[config.mk]
export PLATFORM = sky130hd
export DESIGN_NAME = mul_repadd_ctrl
export DESIGN_NICKNAME = d
export VERILOG_FILES = /design/src/rtl/mul_repadd_pkg.sv /design/src/rtl/mul_repadd_ctrl_iter.sv /design/src/rtl/mul_repadd_ctrl.sv
export SDC_FILE = /design/constraint.sdc
export NUM_CORES = 1
export LEC_CHECK = 0
export ABC_CLOCK_PERIOD_IN_PS = 3600
export BUFFER_PORTS_ARGS = -buffer_cell sky130_fd_sc_hd__buf_2
export CORE_UTILIZATION = 53
export DETAILED_ROUTE_END_ITERATION = 7
export PLACE_DENSITY_LB_ADDON = 0.2
export RECOVER_POWER = 100
export SLEW_MARGIN = 20
export SYNTH_ARGS = -nofsm -noshare
export SYNTH_HDL_FRONTEND = slang
export SYNTH_HIERARCHICAL = 1
export SYNTH_SLANG_ARGS = --single-unit
[constraint.sdc]
create_clock -name clk -period 3.6 [get_ports clk]
set_clock_uncertainty 0.15 [all_clocks]
set_input_delay 0.18 -clock clk [delete_from_list [all_inputs] [get_ports clk]]
set_output_delay 0.18 -clock clk [all_outputs]
set_load 0.02 [all_outputs]
[src/rtl/mul_repadd_pkg.sv]
// mul_repadd_pkg: shared controller state type and default iteration limit
package mul_repadd_pkg;
    typedef enum logic [2:0] {IDLE, LOAD_A, LOAD_B, ADD, DONE} state_t;
    localparam int MAX_ITER_DEF = 255;
endpackage

[src/rtl/mul_repadd_ctrl_iter.sv]
// mul_iter_counter: saturating iteration counter with an at-limit flag
//   clk, rst     clock, asynchronous active-high reset
//   clear        force count to zero
//   en           count one iteration (ignored once at_max)
//   count        iterations counted so far
//   at_max       count has reached MAX_ITER
module mul_iter_counter #(
    parameter int MAX_ITER = 255,
    parameter int CW = $clog2(MAX_ITER + 1)
) (
    input  logic          clk,
    input  logic          rst,
    input  logic          clear,
    input  logic          en,
    output logic [CW-1:0] count,
    output logic          at_max
);
    assign at_max = count == CW'(MAX_ITER);

    always_ff @(posedge clk or posedge rst)
        if (rst)
            count <= '0;
        else if (clear)
            count <= '0;
        else if (en && !at_max)
            count <= count + 1'b1;
endmodule

[src/rtl/mul_repadd_ctrl.sv]
// mul_repadd_ctrl: sequencing FSM for a repeated-addition multiplier datapath
//   clk, rst            clock, asynchronous active-high reset
//   start, abort        request a multiply / cancel the current one
//   op_valid, op_ready  operand handshake on the shared data_in bus
//   eqz                 datapath status B==0
//   ldA, clrs, ldB      operand load strobes (clrs clears S alongside A load)
//   ldS, decB           one add iteration: S<=S+A, B<=B-1
//   busy, done, err     status: active, product-valid pulse, sticky guard trip
//   iter_cnt            add iterations issued in the current operation
module mul_repadd_ctrl
    import mul_repadd_pkg::*;
#(
    parameter int MAX_ITER = MAX_ITER_DEF,
    parameter int CW = $clog2(MAX_ITER + 1)
) (
    input  logic          clk,
    input  logic          rst,
    input  logic          start,
    input  logic          abort,
    input  logic          op_valid,
    output logic          op_ready,
    input  logic          eqz,
    output logic          ldA,
    output logic          clrs,
    output logic          ldB,
    output logic          ldS,
    output logic          decB,
    output logic          busy,
    output logic          done,
    output logic          err,
    output logic [CW-1:0] iter_cnt
);
    state_t state, next;
    logic cnt_clr, cnt_en, at_max, err_set, err_clr;

    mul_iter_counter #(.MAX_ITER(MAX_ITER), .CW(CW)) u_iter (
        .clk    (clk),
        .rst    (rst),
        .clear  (cnt_clr),
        .en     (cnt_en),
        .count  (iter_cnt),
        .at_max (at_max)
    );

    assign busy = state != IDLE;
    assign done = state == DONE;

    always_ff @(posedge clk or posedge rst)
        if (rst) begin
            state <= IDLE;
            err   <= 1'b0;
        end else begin
            state <= next;
            if (err_clr)
                err <= 1'b0;
            else if (err_set)
                err <= 1'b1;
        end

    // abort is checked before every other input so no strobe can leak out
    // in the cycle it is raised
    always_comb begin
        next     = state;
        op_ready = 1'b0;
        ldA      = 1'b0;
        clrs     = 1'b0;
        ldB      = 1'b0;
        ldS      = 1'b0;
        decB     = 1'b0;
        cnt_clr  = 1'b0;
        cnt_en   = 1'b0;
        err_set  = 1'b0;
        err_clr  = 1'b0;
        case (state)
            IDLE:
                if (start && !abort) begin
                    next    = LOAD_A;
                    cnt_clr = 1'b1;
                    err_clr = 1'b1;
                end
            LOAD_A:
                if (abort)
                    next = IDLE;
                else if (op_valid) begin
                    ldA      = 1'b1;
                    clrs     = 1'b1;
                    op_ready = 1'b1;
                    next     = LOAD_B;
                end
            LOAD_B:
                if (abort)
                    next = IDLE;
                else if (op_valid) begin
                    ldB      = 1'b1;
                    op_ready = 1'b1;
                    next     = ADD;
                end
            ADD:
                if (abort)
                    next = IDLE;
                else if (eqz)
                    next = DONE;
                else if (at_max) begin
                    err_set = 1'b1;
                    next    = IDLE;
                end else begin
                    ldS    = 1'b1;
                    decB   = 1'b1;
                    cnt_en = 1'b1;
                end
            DONE:
                next = IDLE;
            default:
                next = IDLE;
        endcase
    end
endmodule

==> results of run 1 <==
==> cell usage in the layout (no fill, tap or decap), types with 2 or more instances in the layout <==
| cell type | instances |
|---|---|
| a211oi_1 | 2 |
| a21oi_1 | 4 |
| a31oi_1 | 3 |
| a41oi_1 | 2 |
| and3_1 | 2 |
| and3b_1 | 2 |
| buf_2 | 4 |
| clkbuf_1 | 18 |
| clkbuf_4 | 3 |
| dfrtp_1 | 12 |
| inv_1 | 2 |
| mux2_4 | 2 |
| nand2_1 | 4 |
| nand2b_1 | 2 |
| nand3_1 | 2 |
| nand4_1 | 2 |
| nor2_1 | 9 |
| nor2b_1 | 4 |
| nor3_1 | 2 |
| nor3b_1 | 4 |
==> routing by layer <==
| layer | track usage [%] | up-vias | routed length (um) |
|---|---|---|---|
| li1 | - | 336 | - |
| met1 | 34.8 | 308 | 782 |
| met2 | 35.7 | 16 | 739 |
| met3 | 3.33 | 2 | 58 |
| met4 | 7.50 | 0 | 12 |
| met5 | 0 | - | 0 |
==> power groups by stage <==
stage	combinational [mW]	clock [mW]	sequential, mW
detailed placement	0.0404	0	0.148
CTS	0.0412	0.107	0.145
global route	0.0441	0.113	0.146
floorplan	0.0353	0	0.143
finish	0.0385	0.106	0.145
global placement	0.0393	0	0.147
==> stage by stage <==
step / area [um2] / power (mW) / hold WS, ns / utilization (%) / cells
after detailed placement: 851 / 0.188 / -0.0617 / 63.8 / 111
after global placement: 851 / 0.186 / -0.0708 / 63.8 / 111
after global routing: 860 / 0.303 / 0.0984 / 64.4 / 116
final: 860 / 0.289 / 0.0810 / 64.4 / 116
after CTS: 897 / 0.293 / 0.0658 / 67.3 / 116
after floorplan: 778 / 0.179 / -0.204 / - / 81
==> worst max-delay path: cells and delay by family, from the launching register on <==
kind,cells,cell delay [ns]
compound gates,1,0.41
fa+ha+maj,1,0.30
mux,1,0.34
simple gates,3,0.91
flops,1,0.43
==> logic make-up after synthesis <==
| kind of cell | count (synthesis) |
|---|---|
| buffers and inverters | 9 |
| adders and majority gates | 1 |
| muxes | 3 |
| DFF | 12 |
| and+or+nand+nor | 39 |
| AOI/OAI and AO/OA | 16 |
| xor gates and xnor gates | 1 |
==> sequential cells by signal (all words and copies together) (netlist names) <==
signal / flops
u_iter/count: 8
err: 1
state: 3
==> worst paths after layout <==
path | endpoint | slack [ns] | cells past startpoint
max | u_iter/count[0] | 0.95 | 6
min in group asynchronous | err | 0.18 | 3
min reg2reg | err | 0.35 | 2
min | state[1] | 0.08 | 3
max in group asynchronous | u_iter/count[4] | 2.82 | 3
max reg2reg | u_iter/count[0] | 0.95 | 6
==> layout make-up <==
type | count | area, um2
clock buffer | 4 | 36.3
fill | 138 | 474
inverter | 2 | 7.51
multi-input combinational | 60 | 399
sequential | 12 | 300
tap | 15 | 18.8
timing repair buffer | 23 | 97.6
==> results.json, run 1 <==
{
  "vias": 662,
  "p_leak_nw": 0.378,
  "syn_area_per_cell_um2": 9.61,
  "period_share_pct": 73.6,
  "startpoint": "u_iter/count[0]",
  "cts_buffers": 3,
  "critPathLaunchType": "register",
  "clk_latency_ns": 0.26,
  "drive_gt1_share_pct": 12.9,
  "track_usage_pct": 23.8,
  "switching_share_pct": 25.8,
  "hold_buffers": 1,
  "via_per_inst": 5.71,
  "die-width_um": 40.3,
  "avgRoutedWirePerCell_um": 13.7,
  "setup_violations": 0,
  "synth_area_um2": 778,
  "rr_startpoint": "u_iter/count[0]",
  "routed_wl_mm": 1.59,
  "powerDensity_nw_per_um2": 337,
  "post_cts_buffers": 0,
  "status": "finished clean",
  "worstHoldStart": "op_valid",
  "synth_compound_area_share_pct": 15.0,
  "ys_async_sr_fraction_pct": 100,
  "cts-root-buf": "clkbuf_4",
  "grt_max_degree": 13,
  "cp_data_arrival_time_ns": 2.65,
  "synthFlopType": "dfrtp_1",
  "gp_congestion": 0.882,
  "synth_top_area_share_pct": 38.6,
  "placementRows": 13,
  "ant_nets": 0,
  "io_buffers": 22,
  "ctsResizeCount": 0,
  "core-area_um2": 1330,
  "p_int_mw": 0.215,
  "area_growth_pct": 10.5,
  "max_stage_delay_ns": 0.43,
  "hold_viol": 0,
  "nets": 109,
  "synth-simple-area-share_pct": 30.4,
  "synth_top_family_by_area": "simple AND/OR/NAND/NOR gates",
  "clock_sinks": 12,
  "finalWorstSetupSlack_ns": 0.949,
  "antenna_found_initial": 0,
  "cts_buffer_depth": 2,
  "syn-num-nets": 88,
  "crit_path_end_kind": "register",
  "worstMarginPinSlew_ns": 0.451,
  "synth_most_common_cell": "dfrtp_1",
  "dp_hpwl_mm": 1.18,
  "cp_slowest_cell": "dfrtp_1",
  "synth-edff-count": 0,
  "synthTopCellsByArea": "dfrtp_1 39%, mux2_4 3.9%, nor2_1 3.9%, nor3b_1 3.9%, nor2b_1 3.2%",
  "critical_path_class": "register to register",
  "fmax_mhz": 377,
  "hold_path_class": "input port to register",
  "synth_fa_ha_area_share_pct": 1.61,
  "dp_slack_ns": 1.07,
  "cp.required_ns": 3.60,
  "synth_mux_area_share_pct": 5.14,
  "synth_xor_area_share_pct": 1.13,
  "synth_cell_types": 37,
  "vdd_drop_max_mv": 0.181,
  "dr.pass1.iters": 4,
  "power_frac_comb_pct": 13.3,
  "drc": 0,
  "p_clk_share_pct": 36.5,
  "grt_pass1_wl_mm": 2.55,
  "pwr-share-seq_pct": 50.2,
  "max_cap_viol_count": 0,
  "period_needed_ns": 2.65,
  "die-area_um2": 1630,
  "syn_inst": 81,
  "cts_tree": "built",
  "initialDrtViolationCount": 13,
  "netSwitchingPower_mw": 0.0748,
  "ys_seq_elements": 12,
  "grt_pass1_vias": 577,
  "htreeDepth": 1,
  "slew_headroom_pct": 69.8,
  "clk_pin_slew_ns": 0.08,
  "rsz0062_at_grt": "no",
  "path_cells": "ha_1, and3_1, and2_2, and3b_1, a21boi_0, mux2_4",
  "yosysWarnings": 6,
  "slew_viol_final": 0,
  "yosysTopAreaCell": "dfrtp_1",
  "finalSetupTns_ns": 0,
  "yosys-top-cells-count": "12 x dfrtp_1, 8 x nor2_1, 4 x nand2_1, 4 x nor2b_1, 4 x nor3b_1",
  "die_h_um": 40.3,
  "gr-total-overflow": 0,
  "worstPathMaxFanout": 11,
  "pin_count": 23,
  "antennaDiodeCount": 0,
  "initial_core_util_pct": 58.3,
  "seq_area_frac_synth_pct": 38.6
}
No activity file was read; power rests on OpenSTA's default activity.
==> run 2: changes to the inputs <==
- ABC_AREA: unset -> 1
- ABC_CLOCK_PERIOD_IN_PS: 3600 -> 2350
- CORE_UTILIZATION: 53 -> 45
- clock period: 3.6 -> 2.35 ns (I/O delays scaled with it)
==> run 2 against run 1 <==
Compared with the run above: sequential share of layout area fell by 3.8 points; global-route usage fell by 4.4 points; utilization fell by 3.3 points; combinational power rose to 8.5 times the previous value.
==> results.json, run 2 <==
{
  "crit_path_end_kind": "output port",
  "p_leak_nw": 0.518,
  "synth_most_common_cell": "nand2_1",
  "status": "finished clean",
  "synth_top_family_by_area": "simple AND/OR/NAND/NOR gates",
  "syn_inst": 117,
  "hold_path_class": "input port to register",
  "antenna_found_initial": 0,
  "ys_async_sr_fraction_pct": 100,
  "die_h_um": 44.2,
  "yosys-top-cells-count": "28 x nand2_1, 20 x inv_1, 18 x nor2_1",
  "clk_latency_ns": 0.26,
  "routed_wl_mm": 1.73,
  "nets": 155,
  "die-width_um": 44.2,
  "synthFlopType": "dfrtp_1",
  "multi_input_area_um2": 390,
  "grt_max_degree": 9,
  "synth_top_area_share_pct": 37.6,
  "gp_congestion": 0.834,
  "synth-simple-area-share_pct": 39.7,
  "initialDrtViolationCount": 23,
  "initial_core_util_pct": 50.7,
  "dp.cells": 155,
  "placed_area_um2": 930,
  "period_share_pct": 88.6,
  "io_buffers": 22,
  "grt_pass1_vias": 702,
  "cts_tree": "built",
  "synth_xor_area_share_pct": 1.10,
  "synth_compound_area_share_pct": 7.67,
  "antennaDiodeCount": 0,
  "rsz0062_at_grt": "no",
  "cts-root-buf": "clkbuf_4",
  "period_needed_ns": 2.08,
  "cp_data_arrival_time_ns": 1.81,
  "vias": 806,
  "core-area_um2": 1580,
  "r2r_slack_ns": 0.28,
  "drive_gt1_share_pct": 15.1,
  "largest_reg_flops": 8,
  "ys_seq_elements": 12,
  "fmax_mhz": 480,
  "setup_violations": 0,
  "cp.required_ns": 2.08,
  "hold_viol": 0,
  "area_growth_pct": 20.5,
  "worstPathMaxFanout": 5,
  "cts_buffer_depth": 2,
  "synth_fa_ha_area_share_pct": 1.56,
  "powerDensity_nw_per_um2": 774,
  "mostFrequentLayoutCells": "30 x nand2_1, 20 x inv_1, 20 x nor2_1, 15 x clkbuf_1, 12 x dfrtp_1",
  "top_register": "u_iter/count",
  "placementRows": 14,
  "dp_hpwl_mm": 1.32,
  "cts_buffers": 3,
  "clock_sinks": 12,
  "synth_area_um2": 800,
  "syn-num-nets": 124,
  "yosysWarnings": 6,
  "worstMarginPinSlew_ns": 0.367,
  "yosysTopAreaCell": "dfrtp_1",
  "clk_pin_slew_ns": 0.07,
  "instances_no_fill": 162,
  "synth_cell_types": 20,
  "via_per_inst": 4.98,
  "reg.largest.list": "u_iter/count x8, state x3, err x1",
  "synthTopCellsByArea": "dfrtp_1 38%, nand2_1 13%, inv_1 9.4%, nor2_1 8.5%, nand3_1 5.6%",
  "vdd_drop_max_mv": 0.372,
  "track_usage_pct": 19.4,
  "pin_count": 23,
  "htreeDepth": 1,
  "critical_path_class": "register to output port",
  "ant_nets": 0,
  "synth_mux_area_share_pct": 0,
  "slew_viol_final": 0,
  "slew_headroom_pct": 75.5,
  "ctsResizeCount": 0,
  "postLayoutCellArea_um2": 963,
  "dr.pass1.iters": 6,
  "finalSetupTns_ns": 0,
  "gr-total-overflow": 0,
  "avgRoutedWirePerCell_um": 10.7,
  "drc": 0,
  "register_area_um2": 300,
  "critPathLaunchType": "register",
  "max_cap_viol_count": 0,
  "syn_area_per_cell_um2": 6.83,
  "final_common_cell": "nand2_1",
  "die-area_um2": 1950,
  "grt_pass1_wl_mm": 2.79,
  "fill_cells": 161,
  "post_cts_buffers": 0,
  "seq_area_frac_synth_pct": 37.6,
  "synth-edff-count": 0
}
run 2: cell count changes after synthesis, sizes merged, moves of 3 or more:
cell,before,now
nand2,4,36
o21ai,1,4
a31oi,3,0
buf,6,2
and3,3,0
inv,2,20
nor3b,4,0
nand3,2,9
nor2,9,21
nor2b,4,0
run 2: path summary, 6_finish.rpt:
| check | start | to | cells past startpoint |
|---|---|---|---|
| hold reg to reg | err | err | 2 |
| setup reg to reg | u_iter/count[1] | u_iter/count[6] | 12 |
| hold / removal | eqz | err | 6 |
| max in group asynchronous | rst | u_iter/count[3] | 3 |
| setup / recovery | u_iter/count[1] | decB | 10 |
| min in group asynchronous | rst | state[2] | 3 |
run 2: logic make-up after synthesis:
kind of cell,Yosys count
AND/OR/NAND/NOR,70
buffers and inverters,23
flip-flops,12
AO/OA/AOI/OAI,10
XOR/XNOR,1
adder cells (fa/ha/maj),1
run 2: final cells by class:
cell class	count	share of cell area (%)
multi-input combinational	82	40.5
sequential	12	31.2
timing repair buffer	28	15.2
inverter	21	8.70
clock buffer	3	2.34
tap	16	2.08
run 2: worst max-delay path: stages (launching register included):
cell and delay (ns):
dfrtp_1 0.42, ha_1 0.21, nand2_1 0.17, nor2_4 0.06, nand2_2 0.06, inv_1 0.05
nor2_1 0.08, nand2_1 0.05, nor2_1 0.12, buf_4 0.16, buf_2 0.16
run 2: report_power, final:
group	leakage (nW)	switching, mW	internal [mW]
clock network	0.0138	0.0647	0.0591
logic	0.340	0.224	0.104
registers	0.164	0.0496	0.244
total	0.518	0.339	0.407
run 2: per-stage QoR:
| stage | utilization [%] | total power [mW] | hold slack (ns) | worst slack (ns) |
|---|---|---|---|---|
| 2_1_floorplan | - | 0.538 | -0.266 | 0.184 |
| 3_3_place_gp | 59.0 | 0.622 | -0.132 | 0.429 |
| 3_5_place_dp | 59.0 | 0.627 | -0.117 | 0.386 |
| 4_1_cts | 62.9 | 0.768 | 0.0713 | 0.323 |
| 5_1_grt | 61.1 | 0.801 | 0.0948 | 0.113 |
| 6_report | 61.1 | 0.745 | 0.0784 | 0.268 |
run 2: metal layers:
metal	track usage, %	part of all wire [%]	vias up
met3	4.08	6.8	0
met2	32.4	45	34
met4	5.45	0	0
li1	-	-	420
met1	25.4	49	352
met5	0	0	-
run 2: timing repair:
| action | CTS | global route |
|---|---|---|
| hold endpoints to repair | 14 | 0 |
| endpoints found under the setup margin | 0 | 0 |
| hold buffers | 4 | 0 |
==> run 3: changes to the inputs <==
- ABC_AREA: 1 -> unset
- CORE_UTILIZATION: 45 -> 44
==> run 3 against run 2 <==
Compared with the run above: first-iteration DRC count shrank 8.7%; worst hold slack got worse by 0.067 ns; sequential cell count stayed put; critical path depth decreased by 4; combinational power decreased by 81%; sequential power decreased by 24%; clock power increased by 31%; total power down 40%; largest cell class unchanged.
==> results.json, run 3 (synthesis gave the netlist of run 1 again) <==
{
  "status": "finished clean",
  "drc": 0,
  "hold_viol": 0,
  "clk_pin_slew_ns": 0.08,
  "setup_violations": 0,
  "slew_headroom_pct": 79.4,
  "grt_pass1_vias": 565,
  "max_cap_viol_count": 0,
  "r2r_slack_ns": 0.09,
  "post_cts_buffers": 0,
  "hold_path_class": "input port to register",
  "finalSetupTns_ns": 0,
  "cp.required_ns": 2.36,
  "critPathLaunchType": "register",
  "power_mw": 0.449,
  "startpoint": "u_iter/count[0]",
  "worstMarginPinSlew_ns": 0.308,
  "cts_tree": "built",
  "crit_path_end_kind": "register",
  "pin_count": 23,
  "antennaDiodeCount": 0,
  "reg.largest.list": "u_iter/count x8, state x3, err x1",
  "via_per_inst": 5.63,
  "cts_buffer_depth": 2,
  "whs_ns": 0.0114,
  "die_h_um": 44.1,
  "slew_viol_final": 0,
  "dr.pass1.iters": 4,
  "clk_latency_ns": 0.27,
  "initialDrtViolationCount": 21,
  "dp_hpwl_mm": 1.12,
  "rr_startpoint": "u_iter/count[0]",
  "fmax_mhz": 442,
  "grt_max_degree": 13,
  "cts_buffers": 3,
  "busiest_layer": "met1",
  "clock_sinks": 12,
  "use_met1_pct": 27.3,
  "die-area_um2": 1940,
  "finalWorstSetupSlack_ns": 0.0867,
  "track_usage_pct": 17.4,
  "gr-total-overflow": 0,
  "powerDensity_nw_per_um2": 476,
  "vias": 687,
  "cts-root-buf": "clkbuf_4",
  "period_needed_ns": 2.26,
  "fill_cells": 127,
  "dp_slack_ns": 0.140,
  "rsz0062_at_grt": "no",
  "placementRows": 14,
  "grt_use_met3_pct": 3.67,
  "period_share_pct": 96.3,
  "vdd_drop_max_mv": 0.277,
  "ant_nets": 0,
  "grt_pass1_wl_mm": 2.52,
  "antenna_found_initial": 0,
  "critical_path_class": "register to register",
  "gp_congestion": 0.777,
  "nets": 114,
  "top_register": "u_iter/count",
  "htreeDepth": 1,
  "core-area_um2": 1580,
  "p_leak_nw": 0.423,
  "cp_data_arrival_time_ns": 2.27,
  "io_buffers": 22,
  "worstHoldStart": "op_valid",
  "initial_core_util_pct": 49.4,
  "mostFrequentLayoutCells": "12 x clkbuf_1, 10 x dfrtp_1, 10 x buf_2, 8 x nor2_1",
  "area_growth_pct": 21.2,
  "drive_gt1_share_pct": 27.4,
  "die-width_um": 44.1,
  "grt_util_met2_pct": 23.5,
  "worstPathMaxFanout": 11,
  "avgRoutedWirePerCell_um": 13.0,
  "largest_reg_flops": 8,
  "final_common_cell": "clkbuf_1",
  "routed_wl_mm": 1.58
}
-- run 3: cell types whose count changed in the layout (fill, tap and decap cells not counted), sizes merged, moves of 4 or more --
cell,before,now
nor3b,0,4
nand3,9,2
nand2,36,4
nor2b,0,4
buf,9,13
nor2,21,9
inv,20,2
-- run 3: final cells by class --
class | instances | area [um2] | area share, %
Clock buffer | 4 | 36.3 | 3.85
Inverter | 2 | 7.51 | 0.796
Sequential cell | 12 | 303 | 32.1
Timing Repair Buffer | 28 | 148 | 15.6
Multi-Input combinational cell | 60 | 429 | 45.5
Tap cell | 16 | 20.0 | 2.12
-- run 3: final timing paths --
path	end	cells after the start
min in group asynchronous	err	3
setup / recovery	u_iter/count[0]	6
hold / removal	state[0]	3
setup reg to reg	u_iter/count[0]	6
max in group asynchronous	u_iter/count[1]	3
hold reg to reg	err	2
-- run 3: per-stage QoR --
step                instances  utilization [%]  area, um2
global route              122             59.8        943
global placement          115             56.8        896
CTS                       122             61.0        962
detailed placement        115             56.8        896
floorplan                  81                -        806
finish                    122             59.8        943
-- run 3: what timing repair did --
action	CTS	global route
gates resized for setup	0	0
hold buffers	3	0
endpoints found under the hold margin	13	0
-- run 3: power by group --
part,switching [mW],internal (mW)
clock network,0.0687,0.0941
registers,0.0118,0.211
logic,0.0359,0.0272
-- run 3: worst max-delay path, stage by stage (launching register included) --
cell and delay, ns:
dfrtp_2 0.46, ha_4 0.20, and3_4 0.20, and2_2 0.21, and3b_2 0.35, a21boi_2 0.25, mux2_1 0.34
-- run 3: per-layer routing --
metal / vias up / wire (um)
li1: 347 / -
met1: 310 / 816
met2: 26 / 669
met3: 4 / 85
met4: 0 / 8
met5: - / 0
